**config.mk**
```make
export PLATFORM = sky130hd
export DESIGN_NAME = pe_array_ctrl
export DESIGN_NICKNAME = d
export VERILOG_FILES = /design/src/rtl/pe_ctrl_pkg.sv /design/src/rtl/pe_ctrl_lat_cnt.sv /design/src/rtl/pe_array_ctrl.sv
export SDC_FILE = /design/constraint.sdc
export NUM_CORES = 1
export LEC_CHECK = 0
export BUFFER_PORTS_ARGS = -buffer_cell sky130_fd_sc_hd__buf_2
export CAP_MARGIN = 20
export CORE_ASPECT_RATIO = 1.4
export CORE_MARGIN = 2
export CORE_UTILIZATION = 57
export CTS_BUF_LIST = sky130_fd_sc_hd__clkbuf_8
export DETAILED_ROUTE_END_ITERATION = 6
export PLACE_DENSITY = 0.82
export SYNTH_ARGS = -nofsm -noshare
export SYNTH_HDL_FRONTEND = slang
export SYNTH_SLANG_ARGS = --single-unit
export TNS_END_PERCENT = 100
```
**constraint.sdc**
```tcl
create_clock -name clk -period 1.85 [get_ports clk]
set_input_delay 0.185 -clock clk [delete_from_list [all_inputs] [get_ports clk]]
set_output_delay 0.185 -clock clk [all_outputs]
set_load 0.005 [all_outputs]
```
**src/rtl/pe_ctrl_pkg.sv**
```systemverilog
// Package for the PE array controller.
// Holds the controller state encoding, the connection_state encodings, the
// default register-select width and a width helper shared by the controller files.
package pe_ctrl_pkg;

  typedef enum logic [2:0] {
    StIdle,
    StClear,
    StMac,
    StFlush,
    StRound,
    StDrain,
    StDone
  } state_e;

  // connection_state encodings driven onto the array
  typedef enum logic [1:0] {
    ConnOff  = 2'd0,
    ConnRow  = 2'd1,
    ConnCol  = 2'd2,
    ConnSys  = 2'd3
  } conn_e;

  // Index width for n items, never narrower than one bit
  function automatic int unsigned sel_width(input int unsigned n);
    return (n > 1) ? $clog2(n) : 1;
  endfunction

  localparam int unsigned NREG_DEFAULT = 4;
  localparam int unsigned REG_SEL_W    = sel_width(NREG_DEFAULT);

endpackage

```
**src/rtl/pe_ctrl_lat_cnt.sv**
```systemverilog
// Reusable latency down-counter for the PE array controller.
// Ports:
//   clk, rst     clock, asynchronous active-high reset
//   i_load       load i_load_val (has priority over i_tick)
//   i_load_val   value to load
//   i_tick       decrement by one; holds once at zero
//   o_zero       counter is zero
//   o_cnt        current count
module pe_ctrl_lat_cnt #(
  parameter int unsigned W = 2
) (
  input  logic         clk,
  input  logic         rst,
  input  logic         i_load,
  input  logic [W-1:0] i_load_val,
  input  logic         i_tick,
  output logic         o_zero,
  output logic [W-1:0] o_cnt
);

  logic [W-1:0] r_cnt;

  always_ff @(posedge clk or posedge rst) begin
    if (rst) begin
      r_cnt <= '0;
    end else if (i_load) begin
      r_cnt <= i_load_val;
    end else if (i_tick && (r_cnt != '0)) begin
      r_cnt <= r_cnt - 1'b1;
    end
  end

  assign o_zero = (r_cnt == '0);
  assign o_cnt  = r_cnt;

endmodule

```
**src/rtl/pe_array_ctrl.sv**
```systemverilog
// Sequencer for the PE array: accepts a tile command, clears the selected
// accumulator, streams K operand beats into the MACs, flushes the MAC pipeline,
// runs one rounder pass and drains one result column per beat.
// Ports:
//   clk, rst                  clock, asynchronous active-high reset
//   cmd_*                     tile command (valid/ready, k-1, acc/rnd select, conn)
//   op_valid / op_ready       operand beat handshake
//   pe_*                      shared array control lines
//   res_valid/res_ready/res_col  result column drain handshake
//   busy, done                status; done pulses one cycle after the last column
//   perf_stall                stall-cycle counter (only with PE_CTRL_PERF_EN)
// Build option: define PE_CTRL_PERF_EN to add the perf_stall counter output.
module pe_array_ctrl
  import pe_ctrl_pkg::*;
#(
  parameter int unsigned COL     = 16,
  parameter int unsigned ROW     = 2,
  parameter int unsigned K_W     = 8,
  parameter int unsigned NREG    = NREG_DEFAULT,
  parameter int unsigned MAC_LAT = 2,
  parameter int unsigned RND_LAT = 1,
  localparam int unsigned SEL_W  = (NREG == NREG_DEFAULT) ? REG_SEL_W : sel_width(NREG),
  localparam int unsigned COL_W  = sel_width(COL)
) (
  input  logic             clk,
  input  logic             rst,
  input  logic             cmd_valid,
  output logic             cmd_ready,
  input  logic [K_W-1:0]   cmd_k,
  input  logic [SEL_W-1:0] cmd_acc_sel,
  input  logic [SEL_W-1:0] cmd_rnd_sel,
  input  logic [1:0]       cmd_conn,
  input  logic             op_valid,
  output logic             op_ready,
  output logic             pe_mac_en,
  output logic             pe_acc_clr,
  output logic [SEL_W-1:0] pe_add_number,
  output logic [SEL_W-1:0] pe_round_number,
  output logic             pe_rounder_en,
  output logic [1:0]       pe_conn_state,
  output logic             res_valid,
  input  logic             res_ready,
  output logic [COL_W-1:0] res_col,
`ifdef PE_CTRL_PERF_EN
  output logic [15:0]      perf_stall,
`endif
  output logic             busy,
  output logic             done
);

  localparam int unsigned LAT_MAX = (MAC_LAT > RND_LAT) ? MAC_LAT : RND_LAT;
  localparam int unsigned CNT_W   = sel_width(LAT_MAX + 1);

  // ROW sizes nothing in the controller; reject a degenerate array at elaboration
  if (ROW == 0 || COL == 0) begin : g_param_chk
    $error("pe_array_ctrl: ROW and COL must be non-zero");
  end

  state_e             r_state, w_state_d;
  logic [K_W-1:0]     r_k;
  logic [SEL_W-1:0]   r_acc_sel, r_rnd_sel;
  conn_e              r_conn;
  logic [K_W-1:0]     r_beat, w_beat_d;
  logic [COL_W-1:0]   r_col, w_col_d;
  logic               w_accept;
  logic               w_lat_load, w_lat_tick, w_lat_zero;
  logic [CNT_W-1:0]   w_lat_load_val, w_lat_cnt;

  pe_ctrl_lat_cnt #(
    .W (CNT_W)
  ) u_lat_cnt (
    .clk        (clk),
    .rst        (rst),
    .i_load     (w_lat_load),
    .i_load_val (w_lat_load_val),
    .i_tick     (w_lat_tick),
    .o_zero     (w_lat_zero),
    .o_cnt      (w_lat_cnt)
  );

  always_ff @(posedge clk or posedge rst) begin
    if (rst) begin
      r_state   <= StIdle;
      r_k       <= '0;
      r_acc_sel <= '0;
      r_rnd_sel <= '0;
      r_conn    <= ConnOff;
      r_beat    <= '0;
      r_col     <= '0;
    end else begin
      r_state <= w_state_d;
      r_beat  <= w_beat_d;
      r_col   <= w_col_d;
      if (w_accept) begin
        r_k       <= cmd_k;
        r_acc_sel <= cmd_acc_sel;
        r_rnd_sel <= cmd_rnd_sel;
        r_conn    <= conn_e'(cmd_conn);
      end
    end
  end

  always_comb begin
    w_state_d       = r_state;
    w_beat_d        = r_beat;
    w_col_d         = r_col;
    w_accept        = 1'b0;
    w_lat_load      = 1'b0;
    w_lat_load_val  = '0;
    w_lat_tick      = 1'b0;
    cmd_ready       = 1'b0;
    op_ready        = 1'b0;
    pe_mac_en       = 1'b0;
    pe_acc_clr      = 1'b0;
    pe_add_number   = '0;
    pe_round_number = '0;
    pe_rounder_en   = 1'b0;
    res_valid       = 1'b0;
    res_col         = '0;
    done            = 1'b0;
    unique case (r_state)
      StIdle: begin
        // rst gating keeps every output low while reset is held
        cmd_ready = !rst;
        if (cmd_valid) begin
          w_accept  = 1'b1;
          w_state_d = StClear;
        end
      end
      StClear: begin
        pe_acc_clr    = 1'b1;
        pe_add_number = r_acc_sel;
        w_beat_d      = '0;
        w_state_d     = StMac;
      end
      StMac: begin
        op_ready      = 1'b1;
        pe_add_number = r_acc_sel;
        if (op_valid) begin
          pe_mac_en = 1'b1;
          w_beat_d  = r_beat + 1'b1;
          // compare before increment so k = 2^K_W-1 still runs 2^K_W beats
          if (r_beat == r_k) begin
            w_lat_load = 1'b1;
            if (MAC_LAT == 0) begin
              w_lat_load_val = CNT_W'(RND_LAT);
              w_state_d      = StRound;
            end else begin
              w_lat_load_val = CNT_W'(MAC_LAT - 1);
              w_state_d      = StFlush;
            end
          end
        end
      end
      StFlush: begin
        if (w_lat_zero) begin
          w_lat_load     = 1'b1;
          w_lat_load_val = CNT_W'(RND_LAT);
          w_state_d      = StRound;
        end else begin
          w_lat_tick = 1'b1;
        end
      end
      StRound: begin
        // counter still holds its load value only in the first ROUND cycle
        if (w_lat_cnt == CNT_W'(RND_LAT)) begin
          pe_rounder_en   = 1'b1;
          pe_round_number = r_rnd_sel;
        end
        if (w_lat_zero) begin
          w_col_d   = '0;
          w_state_d = StDrain;
        end else begin
          w_lat_tick = 1'b1;
        end
      end
      StDrain: begin
        res_valid = 1'b1;
        res_col   = r_col;
        if (res_ready) begin
          if (r_col == COL_W'(COL - 1)) begin
            w_col_d   = '0;
            w_state_d = StDone;
          end else begin
            w_col_d = r_col + 1'b1;
          end
        end
      end
      StDone: begin
        done      = 1'b1;
        w_state_d = StIdle;
      end
      default: w_state_d = StIdle;
    endcase
  end

  assign busy          = (r_state != StIdle);
  assign pe_conn_state = (r_state != StIdle) ? r_conn : ConnOff;

`ifdef PE_CTRL_PERF_EN
  logic [15:0] r_perf_stall;
  logic        w_stall;

  assign w_stall = ((r_state == StMac) && !op_valid) || ((r_state == StDrain) && !res_ready);

  always_ff @(posedge clk or posedge rst) begin
    if (rst) begin
      r_perf_stall <= '0;
    end else if (w_accept) begin
      r_perf_stall <= '0;
    end else if (w_stall && (r_perf_stall != 16'hFFFF)) begin
      r_perf_stall <= r_perf_stall + 16'd1;
    end
  end

  assign perf_stall = r_perf_stall;
`endif

endmodule

```
# After elaboration in Yosys (flattened, before gate mapping)
# Cells that the tools add are included.
classes:
  addsub: 3
  eq_ne: 16
  muxes: 42
  reduce_logical: 14
ops:
  columns: ["operator", "n"]
  rows:
  - ["$mux W3", 7]
  - ["$mux W1", 19]
  - ["$pmux W3 S6", 1]
  - ["$mux W4", 4]
  - ["$pmux W8 S2", 1]
  - ["$mux W2", 6]
  - ["$ne A2 B2 Y1 const B", 5]
  - ["$eq A3 B3 Y1 const B", 3]
  - ["$add A8 B1 Y8 const B", 1]
  - ["$eq A8 B8 Y1", 1]
  - ["$mux W8", 1]
  - ["$pmux W4 S2", 1]
  - ["$reduce_bool A2 Y1", 4]
  - ["$reduce_and A7 Y1", 1]
  - ["$eq A3 B2 Y1 const B", 2]
  - ["$add A4 B1 Y4 const B", 1]
  - ["$eq A4 B4 Y1 const B", 1]
  - ["$ne A2 B1 Y1 const B", 2]
  - ["$pmux W1 S2", 2]
  - ["$reduce_or A2 Y1", 2]
  - ["$eq A3 B1 Y1 const B", 1]
  - ["$logic_not A3 Y1", 1]
  - ["$reduce_and A3 Y1", 1]
  - ["$reduce_bool A3 Y1", 1]
  - ["6 further kinds", 6]
word_totals:
  ff_bits: 31
  in_bits: 19
  out_inout_bits: 18
  elab_cells: 83

# Logic depth before layout (Yosys ltp)
logic_depth:
  word_depth: 6
  mapped_depth: 7
  ltp_nobuf: 6

# Hierarchy
# From an unflattened synthesis, not the netlist that was laid out.
hier_totals:
  cells_unflattened: 172
  area_unflattened_um2: 1808.0
modules_own_cells:
  columns: ["module", "n_inst", "cells_each", "area_each_um2", "seq_area_each_um2"]
  rows:
  - ["pe_array_ctrl", 1, 159, 1672.9, 725.7]
  - ["pe_ctrl_lat_cnt", 1, 13, 135.1, 50.0]

# Least setup slack after synthesis
# OpenSTA, ideal clock, no wires.
synth_timing:
  path_type: "flip-flop to flip-flop"
  from: "register u_lat_cnt.r_cnt[0], in the netlist u_lat_cnt.o_cnt[0]"
  to: "register u_lat_cnt.r_cnt[1], in the netlist u_lat_cnt.o_cnt[1]"
  setup_ns: 0.087
  t_arrival_ns: 1.498
  t_required_ns: 1.763
  path_slack_ns: 0.265
  path_stages_with_launch: 8
  n_path_buf: 1
  period_less_slack_ns: 1.585
  path_cell_list: "dfrtp_1 > inv_1 > ha_1 > clkbuf_1 > or4_1 > o21ai_1 > nand2_1 > a22oi_1"
synth_between:
  elab_chain_len: 5
  elab_cells_between_ends: 11
  cone_classes: "1 x add/sub; 6 x mux; 4 x reduce/logical"
synth_rtl:
  columns: ["item", "line_no", "rtl"]
  rows:
  - ["start, declared", "pe_ctrl_lat_cnt.sv:21", "logic [W-1:0] r_cnt;"]
  - ["start signal, assigned", "pe_ctrl_lat_cnt.sv:27", "r_cnt <= i_load_val;"]
  - ["start signal, assigned", "pe_ctrl_lat_cnt.sv:29", "r_cnt <= r_cnt - 1'b1;"]
  - ["$logic_not A2 Y1", "pe_ctrl_lat_cnt.sv:33", "assign o_zero = (r_cnt == '0);"]
  - ["$mux W1", "pe_array_ctrl.sv:156, pe_array_ctrl.sv:170", null]
  - ["$mux W1", null, null]
  - ["$logic_and A1 B1 Y1", "pe_ctrl_lat_cnt.sv:28", "end else if (i_tick && (r_cnt != '0)) begin"]
  - ["$reduce_bool A2 Y1 (no line)", null, null]
# Several ways; a longest one is shown, not always the timed one. The select of a mux whose other input is x is not followed.
# A chain may end at the register's enable or synchronous reset.

# Worst setup path in the final report
layout_timing:
  from: "register r_state[0]"
  to: "output pe_add_number[1]"
layout_between:
  elab_chain_len: 3
  elab_cells_between_ends: 4
  cone_classes: "2 x eq/ne; 1 x mux; 1 x reduce/logical"
layout_rtl:
  columns: ["item", "line_no", "rtl"]
  rows:
  - ["start, declared", "pe_array_ctrl.sv:59", "state_e r_state, w_state_d;"]
  - ["start signal, assigned", "pe_array_ctrl.sv:83", "r_state <= StIdle;"]
  - ["start signal, assigned", "pe_array_ctrl.sv:91", "r_state <= w_state_d;"]
  - ["$eq A3 B2 Y1 / $eq A3 B1 Y1 (equally long branches)", "pe_array_ctrl.sv:121", "unique case (r_state)"]
  - ["$reduce_or A2 Y1 (no line) *", null, null]
  - ["$mux W2 *", "pe_array_ctrl.sv:121", null]
  - ["end, declared", "pe_array_ctrl.sv:37", "output logic [SEL_W-1:0] pe_add_number,"]
# Every way passes the cells marked *; elsewhere a longest branch is shown, timed or not.

==> summary.md <==
| Metric | Value |
|---|---|
| Status | `finished clean` |
| Post-synthesis xor/xnor area fraction | `around 6.4%` |
| Detailed Route Iter0 Violations | `slightly below 50` |
| #FFs+latches synth | `31` |
| Final Max Slew Viols | `0` |
| Final setup violation count | `0` |
| Die Wd | `52.9 um` |
| # port buffers | `36` |
| Initial antenna violation count | `0` |
| R2R Setup Slk | `0.15 ns` |
| Clock transition at the registers of the reported paths | `about 0.070 ns` |
| H-tree Lvls | `2` |
| GPL Wtd Cong | `0.933` |
| Mapped Avg Cell Area | `between 10 and 15 um2` |
| Sum Neg Setup Slack | `0 ns` |
| RSZ-0062 raised after global routing | `false` |
| Pre-CTS setup slack | `a little over 0.2 ns` |
| Sequential area share after synthesis | `about two fifths` |
| Worst-path cell chain | `buf_4 -> nand2b_1 -> nor2_2 -> nor2_1 -> nor2b_1 -> buf_2` |
| Via Count | `~1,600` |
| Core area | `about 3200 um2` |
| Pwr dens | `approximately 810 nW/um2` |
| Critical Path RT | `about 1.7 ns` |
| Final ANT Viol Nets | `0` |
| Cells on Worst Hold Path | `2` |
| GRT overflow | `0` |
| WL final | `4500 um` |
| Synth cell types | `50` |
| Part of the cycle the worst path needs | `96.2%` |
| Max Buffers Root-to-Sink | `2` |
| Hold crit path type | `primary input to flop` |
| Net count after synthesis | `205` |
| Peak supply drop | `about 0.72 mV` |
| Max Cap Violations | `0` |
| Global-route wire length before repair | `7240 um` |
| Critical path endpoint category | `output pin` |
| PnR worst setup slack | `approximately 0.071 ns` |
| Hold Vio Cnt, Final | `0` |
| Residual DRC count | `0` |
| CP Launch Point | `r_state[0]` |
| Worst slew margin relative to its limit | `73.0%` |
| RR Endpoint | `u_lat_cnt.o_cnt[1]` |
| Synthesized area | `~1900 um2` |
| Share of post-route cells with drive strength above 1 | `a little over a third` |
| Startpoint Class | `flop` |
| CTS tree | `yes` |
| Initial Util | `between 60% and 70%` |
| Leak pwr | `about 1.2 nW` |
| Ant. Diodes | `0` |
| Mux cell area share after synthesis | `10.2%` |
| Commonest non-fill, non-tap cell in the layout | `buf_2` |
| CP max-delay cell | `dfrtp_1` |
| Critical path peak fanout | `14` |
| Clock Latency Late Sink | `0.29 ns` |
| Slew @ Worst Pin | `0.404 ns` |
| Gate Count Post-Synth | `182` |
| CP Capture Point | `pe_add_number[1]` |
| Vias in the first global route | `1,602` |
| Post-Synth Simple-Gate Area | `21.4%` |
| Ys Warns | `0` |
| Die H | `72.4 um` |
| Die ar. | `around 3800 um2` |
| CTS root buf | `clkbuf_8` |
| Most frequent cells in the layout | `buf_2 (36), dfrtp_1 (29), nor2_1 (14)` |
| Critical path arrival | `approximately 1.6 ns` |
| Routed WL per cell | `16.7 um` |
| Synth Area in Compound Gates | `between 10 and 15%` |
| Adder-Cell Fraction of Synth Area | `under 10%` |
| CP max stage delay | `~0.47 ns` |
| Setup CP Type | `flop to output pin` |
| Max Fclk | `roughly 560 MHz` |
| Row cnt | `24` |
| Total CTS buffers | `5` |
| Final Critical Period | `1.78 ns` |
| Post-DP HPWL | `between 3000 and 4000 um` |
| GRT Total Usage | `roughly a quarter` |
| Num ports | `37` |
| Pre-antenna DRT Iters | `5` |
| Clk_skew | `between 0.003 and 0.004 ns` |
| Vias per cell | `between 5 and 6` |
| RR Startpoint | `u_lat_cnt.o_cnt[0]` |
| Layout area overhead | `19.6%` |
| Main combinational cell family by area after synthesis | `simple AND/OR/NAND/NOR gates` |
| Largest net degree at the start of global routing | `32` |
| Final net count | `between 200 and 300` |
| CTS Sinks | `31` |
| R2R depth | `6` |
## synthesized netlist by cell type, drive strengths merged
| master | instances | area (um2) |
|---|---|---|
| nand3 | 1 | 5.00 |
| mux2 | 14 | 195 |
| and2b | 1 | 7.51 |
| a211o | 1 | 8.76 |
| xor2 | 9 | 78.8 |
| a211oi | 2 | 15.0 |
| and3 | 5 | 31.3 |
| or4 | 1 | 7.51 |
| xnor2 | 5 | 43.8 |
| a31oi | 3 | 18.8 |
| nor2 | 16 | 62.6 |
| nor2b | 3 | 18.8 |
| a32oi | 1 | 8.76 |
| nor4b | 2 | 17.5 |
| a21oi | 5 | 25.0 |
| dfrtp | 31 | 776 |
| a221oi | 1 | 8.76 |
| inv | 11 | 41.3 |
| nor4 | 2 | 12.5 |
| a22oi | 1 | 7.51 |
| o22ai | 2 | 12.5 |
| a32o | 1 | 10.0 |
| a21o | 3 | 22.5 |
| o21ai | 8 | 40.0 |
| nor3 | 7 | 45.0 |
| o32ai | 2 | 17.5 |
| clkbuf | 2 | 7.51 |
| a22o | 1 | 8.76 |
| a311oi | 1 | 8.76 |
| nor3b | 1 | 7.51 |
| buf | 7 | 62.6 |
| a2111oi | 2 | 30.0 |
| and4 | 1 | 8.76 |
| nand2b | 4 | 32.5 |
| and2 | 3 | 18.8 |
| and4bb | 2 | 25.0 |
| nand2 | 9 | 33.8 |
| nand3b | 3 | 47.6 |
| nand4 | 4 | 25.0 |
| ha | 4 | 50.1 |
## cell families (layout without fill, tap and decap cells)
family / Yosys count / in the layout
XOR/XNOR: 14 / 14
flip-flops: 31 / 31
AO/OA/AOI/OAI: 34 / 34
AND/OR/NAND/NOR: 65 / 65
adder cells (fa/ha/maj): 4 / 4
buffers and inverters: 20 / 68
multiplexers: 14 / 14
## cell type report
| class | count | area (um2) |
|---|---|---|
| Timing Repair Buffer | 49 | 300 |
| Fill cell | 230 | 876 |
| Multi-Input combinational cell | 131 | 1020 |
| Tap cell | 39 | 48.8 |
| Inverter | 11 | 41.3 |
| Clock buffer | 5 | 68.8 |
| Sequential cell | 31 | 778 |
| Clock inverter | 3 | 15.0 |
## state kept, by name, indices dropped and copies added, names as in the netlist
register,count
r_state,3
r_acc_sel,2
r_col,4
u_lat_cnt.o_cnt,2
r_beat,8
r_rnd_sel,2
r_conn,2
r_k,8
## what timing repair did
item	in CTS	in global routing
cloned	0	0
pin swaps	0	0
buffers inserted	0	2
gates resized for setup	2	4
endpoints found under the hold margin	30	0
hold buffers	1	0
setup endpoints to repair	5	4
## critical path: cells and delay by family, from the launching register on
family                 cells  cell delay [ns]
buffers and inverters      2             0.36
flip-flops                 1             0.47
AND/OR/NAND/NOR            4             0.48
## per-stage QoR
stage               std cells  utilization, %  hold WS (ns)  instance area (um2)  total power, mW
finish                    269            72.2         0.120                 2280             1.84
global route              269            72.2         0.118                 2280             1.93
floorplan                 182               -         0.289                 1900             1.19
CTS                       267            71.3         0.112                 2250             1.85
detailed placement        258            68.2         0.305                 2150             1.32
global placement          258            68.2         0.290                 2150             1.29
## metal layers
layer | GRT usage [%] | share of wire (%) | up-vias
met5 | 0 | 0 | -
met4 | 11.7 | 2.4 | 0
met3 | 7.20 | 5.6 | 12
met2 | 44.0 | 52 | 65
met1 | 27.6 | 40 | 775
li1 | - | - | 749
## power by group
part / switching (mW) / internal [mW] / leakage [nW] / total [mW]
combinational: 0.222 / 0.191 / 0.713 / 0.413
clock: 0.264 / 0.257 / 0.0477 / 0.521
sequential: 0.142 / 0.768 / 0.394 / 0.910
total: 0.628 / 1.22 / 1.16 / 1.84
## worst min path at each step
stage / endpoint / from
3_3_place_gp: r_conn[1] / rst
3_5_place_dp: r_conn[0] / rst
2_1_floorplan: r_acc_sel[0] / rst
5_1_grt: r_acc_sel[0] / cmd_acc_sel[0]
4_1_cts: r_k[0] / cmd_k[0]
6_report: r_k[0] / cmd_k[0]
Note: power is estimated with default switching activity, not from simulation.
